**config.mk**
```make
export PLATFORM = sky130hd
export DESIGN_NAME = axi_stream_input
export DESIGN_NICKNAME = d
export VERILOG_FILES = /design/src/rtl/axi_stream_input.sv
export SDC_FILE = /design/constraint.sdc
export NUM_CORES = 1
export LEC_CHECK = 0
export ABC_AREA = 1
export CAP_MARGIN = 10
export CORE_ASPECT_RATIO = 1.2
export CORE_MARGIN = 8
export CORE_UTILIZATION = 50
export CTS_CLUSTER_SIZE = 8
export DETAILED_ROUTE_END_ITERATION = 7
export GPL_TIMING_DRIVEN = 0
export PLACE_DENSITY = 0.8
export SYNTH_ARGS = -nofsm -noshare
export SYNTH_HDL_FRONTEND = slang
export SYNTH_SLANG_ARGS = --single-unit
```
**constraint.sdc**
```tcl
create_clock -name s_axis_aclk -period 7.1 [get_ports s_axis_aclk]
set_input_delay 1.42 -clock s_axis_aclk [delete_from_list [all_inputs] [get_ports s_axis_aclk]]
set_output_delay 1.42 -clock s_axis_aclk [all_outputs]
set_load 0.02 [all_outputs]
```
**src/rtl/axi_stream_input.sv**
```systemverilog
// AXI4-Stream slave ingest: packs DATA_WIDTH beats into SRAM_WIDTH words (lane 0 in LSBs)
// and writes them to the input SRAM at consecutive addresses from 0, then pulses input_done.
module axi_stream_input #(
  parameter int ADDR_WIDTH         = 13,
  parameter int DATA_WIDTH         = 8,
  parameter int SRAM_WIDTH         = 64,
  parameter int NUM_CHANNELS_WIDTH = $clog2(64 + 1),
  parameter int SIZE_WIDTH         = ADDR_WIDTH + $clog2(SRAM_WIDTH / DATA_WIDTH)
) (
  input  logic                          s_axis_aclk,
  input  logic                          s_axis_aresetn,
  input  logic [DATA_WIDTH-1:0]         s_axis_tdata,
  input  logic                          s_axis_tvalid,
  output logic                          s_axis_tready,
  input  logic                          s_axis_tlast,
  input  logic [NUM_CHANNELS_WIDTH-1:0] s_axis_tuser,
  output logic                          sram_in_en,
  output logic [ADDR_WIDTH-1:0]         sram_in_addr,
  output logic [SRAM_WIDTH-1:0]         sram_in_data,
  input  logic                          start_input,
  input  logic [SIZE_WIDTH-1:0]         in_size,
  output logic                          input_done,
  output logic                          input_error,
  output logic [ADDR_WIDTH:0]           words_written,
  output logic [1:0]                    state_dbg
);

  localparam int LANES  = SRAM_WIDTH / DATA_WIDTH;
  localparam int LANE_W = (LANES > 1) ? $clog2(LANES) : 1;

  typedef enum logic [1:0] {IDLE = 2'd0, RECV = 2'd1, FLUSH = 2'd2, DONE = 2'd3} state_t;

  state_t                  state, state_next;
  logic [LANE_W-1:0]       lane_cnt;
  logic [SIZE_WIDTH-1:0]   elem_cnt;
  logic [SIZE_WIDTH-1:0]   size_q;
  logic [SRAM_WIDTH-1:0]   pack_reg;
  logic [SRAM_WIDTH-1:0]   pack_next;
  logic [ADDR_WIDTH-1:0]   word_idx;
  logic                    beat_acc;
  logic                    last_elem;
  logic                    lane_full;
  logic                    word_end;
  logic                    unused_tuser;

  assign unused_tuser = ^s_axis_tuser;

  // Handshake: a beat transfers on a rising edge where tvalid and tready are both high;
  // tdata/tlast are don't-care otherwise. tready depends only on state, never on tvalid.
  assign beat_acc  = s_axis_tvalid & s_axis_tready;
  assign last_elem = (elem_cnt + SIZE_WIDTH'(1)) == size_q;
  assign lane_full = lane_cnt == LANE_W'(LANES - 1);
  assign word_end  = lane_full | last_elem | s_axis_tlast;

  always_comb begin
    pack_next = pack_reg;
    for (int i = 0; i < LANES; i++) begin
      if (lane_cnt == LANE_W'(i)) begin
        pack_next[i*DATA_WIDTH +: DATA_WIDTH] = s_axis_tdata;
      end
    end
  end

  always_ff @(posedge s_axis_aclk or negedge s_axis_aresetn) begin
    if (!s_axis_aresetn) begin
      state <= IDLE;
    end else begin
      state <= state_next;
    end
  end

  always_comb begin
    state_next = state;
    case (state)
      IDLE:    if (start_input) state_next = (in_size == '0) ? DONE : RECV;
      RECV:    if (beat_acc && (last_elem || s_axis_tlast)) state_next = FLUSH;
      FLUSH:   state_next = DONE;
      DONE:    state_next = IDLE;
      default: state_next = IDLE;
    endcase
  end

  always_comb begin
    s_axis_tready = (state == RECV);
    input_done    = (state == DONE);
    state_dbg     = state;
  end

  // Datapath: the word that a beat completes is presented on the SRAM port the next cycle.
  always_ff @(posedge s_axis_aclk or negedge s_axis_aresetn) begin
    if (!s_axis_aresetn) begin
      size_q        <= '0;
      lane_cnt      <= '0;
      elem_cnt      <= '0;
      pack_reg      <= '0;
      word_idx      <= '0;
      sram_in_en    <= 1'b0;
      sram_in_addr  <= '0;
      sram_in_data  <= '0;
      input_error   <= 1'b0;
      words_written <= '0;
    end else begin
      sram_in_en <= 1'b0;
      if (state == IDLE && start_input) begin
        size_q        <= in_size;
        lane_cnt      <= '0;
        elem_cnt      <= '0;
        pack_reg      <= '0;
        word_idx      <= '0;
        words_written <= '0;
        input_error   <= 1'b0;
      end else if (beat_acc) begin
        elem_cnt <= elem_cnt + SIZE_WIDTH'(1);
        if (word_end) begin
          sram_in_en    <= 1'b1;
          sram_in_addr  <= word_idx;
          sram_in_data  <= pack_next;
          word_idx      <= word_idx + ADDR_WIDTH'(1);
          words_written <= words_written + (ADDR_WIDTH + 1)'(1);
          lane_cnt      <= '0;
          pack_reg      <= '0;
        end else begin
          lane_cnt <= lane_cnt + LANE_W'(1);
          pack_reg <= pack_next;
        end
        // tlast must coincide exactly with the final element
        if (last_elem != s_axis_tlast) input_error <= 1'b1;
      end
    end
  end

endmodule

```
==> impl_metrics.csv <==
group,metric,value,unit
run_status,status,"finished, final reports clean",
clocking,htreeDepth,1,
synth,synth_fa_ha_area_share,1.85,%
timing,tns,0,ns
synth,synth_top_area_cell,"dfrtp_1",
finish,regArea,5180,um2
synth,synthMuxAreaShare,0,%
synth,synth_area_per_cell,8.32,um2
synth,synthXorXnorAreaFrac,1.30,%
die,io_pins,133,
finish,finalNetCount,1430,
clocking,cts_buffer_depth,3,
clocking,cts_num_sinks,207,
route,wl,27.8,mm
synth,synth_area,10200,um2
timing,worst_pin_slew,0.713,ns
clocking,cts_resized,0,
route,maxUsedRoutingLayer,"met4",
global_route,grt_max_degree,117,
die,rows,57,
die,fp.dieH,172,um
clocking,cts_buffers,29,
synth,synth_compound_area_share,13.6,%
synth,synth.yosys.seq_area_share,50.9,%
timing,maxSlewViolCount,0,
clocking,cts_root_buf,"clkbuf_16",
synth,synth_warnings,0,
timing,fin_ws,3.63,ns
synth,synth_top_area_share,50.9,%
route,dr.pass1.iters,5,
synth,ys.flop_type,"dfrtp_1",
synth,synth_edf_count,0,
die,coreArea,20100,um2
timing,hold_viol_final,0,
global_route,antenna_found_initial,0,
critical_path,cp.arrival,3.90,ns
route,routedWlPerCell,16.9,um
power,power_density,378,nW/um2
finish,final_common_cell,"nand2_1",
timing,skew,0.0190,ns
global_route,gr-total-overflow,0,
route,routed-wl-met3,1.85,mm
critical_path,crit_path_end_kind,"flip-flop",
synth,yosys.area_share.simple,24.5,%
critical_path,worst-endpoint-required,7.53,ns
timing,max_freq,288,MHz
route,viasPerCell,5.45,
clocking,cts_hold_repair.buffers,0,
finish,drive_gt1_share,10.9,%
die,start_util,50.6,%
power,static-leakage-power,5.77,nW
power,ir_drop,0.000240,V
synth,synth-seq-cells,207,
synth,async_reset_ff_share,100,%
clocking,clk_pin_slew,0.05,ns
route,met2WireLength,13.8,mm
global_route,grt_use_total,22.3,%
global_route,grt_pass1_wl,46.3,mm
critical_path,crit_fanout,10,
finish,area_delta_synth_final,23.1,%
synth,syn_inst,1222,
min_path,hold_path_class,"reg2reg",
critical_path,cp-start-kind,"input port",
place,hpwl,19.7,mm
global_route,grt_pass1_vias,9132,
timing,rsz0062_at_grt,"false",
synth,synth.area.top_cells,"dfrtp_1, nand2_1, o21ai_0, inv_1, or2_2",
job,maxCapViolCount,0,
synth,synth_nets,1273,
critical_path,critPathKind,"in2reg",
timing,post-route-min-period,3.47,ns
place,gp_congestion,0.898,
clocking,cts_setup_buffers,0,
route,drt-met1-wl,11.2,mm
clocking,clk_latency,0.53,ns
finish,instances_no_fill,1644,
place,place_ws,3.09,ns
finish,antenna_cells,0,
clocking,cts_tree,"built",
place,port_buffers,125,
synth,yosys.cell_types.count,35,
finish,nFillCells,1718,
route,drcViolationCount,0,
finish,multiInputGateArea,4200,um2
finish,final_cell_mix,"nand2_1, dfrtp_1, inv_1, clkdlybuf4s50_1, o21ai_0",
synth,synth_top_family_by_area,"simple AND/OR/NAND/NOR gates",
timing,fin_crit_sh,48.8,%
route,vias,8958,
finish,post-route-util,62.3,%
timing,whs,0.475,ns
route,ant_nets,0,
route,drtIter0Drc,651,
timing,setup_viol,0,
die,die_w,146,um
timing,slew_headroom,52.5,%
place,place_inst,1613,
die,die-area,25200,um2
## per-stage QoR
step,total power [W],cell area [um2]
2_1_floorplan,0.00280,10200
3_3_place_gp,0.00350,11800
3_5_place_dp,0.00355,11800
4_1_cts,0.00476,12500
5_1_grt,0.00503,12500
6_report,0.00473,12500
## synthesized netlist by cell type (11+ instances only)
cell	instances
o21ai_0	105
or2_2	64
nand4_1	28
nand2_1	342
o21ai_1	58
buf_2	11
ha_1	15
o21ai_2	16
nand3_1	54
inv_1	125
clkbuf_1	36
o22ai_1	56
nor2_1	31
dfrtp_1	207
## layout make-up
cell class,count,share of cell area (%)
well taps,265,2.65
repair buffers,126,10.2
clock buffers,30,5.82
multi-input cells,829,33.5
plain buffers,58,2.48
clock inverters,1,0.0699
flip-flops and latches,207,41.4
inverters,128,3.84
## report_power, final
| group | internal (W) | leakage (nW) | switching, W | total, W |
|---|---|---|---|---|
| sequential | 0.00152 | 2.80 | 0.000202 | 0.00172 |
| clock | 0.000711 | 0.363 | 0.000474 | 0.00119 |
| combinational | 0.000721 | 2.61 | 0.00111 | 0.00183 |
| total | 0.00295 | 5.77 | 0.00179 | 0.00473 |
## worst max-delay path, cell delays in order
cell and delay, ns:
clkdlybuf4s50_1 0.48, nand2_1 0.07, buf_2 0.20, nand2_1 0.39, clkinv_1 0.45, clkbuf_1 0.35, or2_2 0.36, o22ai_1 0.16
## final timing paths
| path | from | end | slack [ns] | cells past startpoint |
|---|---|---|---|---|
| min in group asynchronous | s_axis_aresetn | words_written[6] | 0.88 | 1 |
| max | start_input | pack_reg[20] | 3.63 | 8 |
| min reg2reg | pack_reg[56] | pack_reg[56] | 0.48 | 2 |
| min | pack_reg[56] | pack_reg[56] | 0.48 | 2 |
| max in group asynchronous | s_axis_aresetn | sram_in_data[21] | 5.19 | 2 |
| max reg2reg | elem_cnt[0] | state_dbg[0] | 4.09 | 15 |
## logic make-up (layout without fill, tap and decap cells)
kind of cell / after synthesis / count (layout)
simple gates: 554 / 554
compound gates: 248 / 248
flops: 207 / 207
buf+inv: 186 / 343
fa+ha+maj: 15 / 15
xor+xnor: 12 / 12
## per-layer routing
layer | GRT usage (%) | vias to the layer above
met2 | 39.2 | 326
met3 | 4.29 | 78
met1 | 26.8 | 4254
li1 | - | 4300
met5 | 0 | -
met4 | 8.43 | 0
Power figures use the tool's default switching activity.
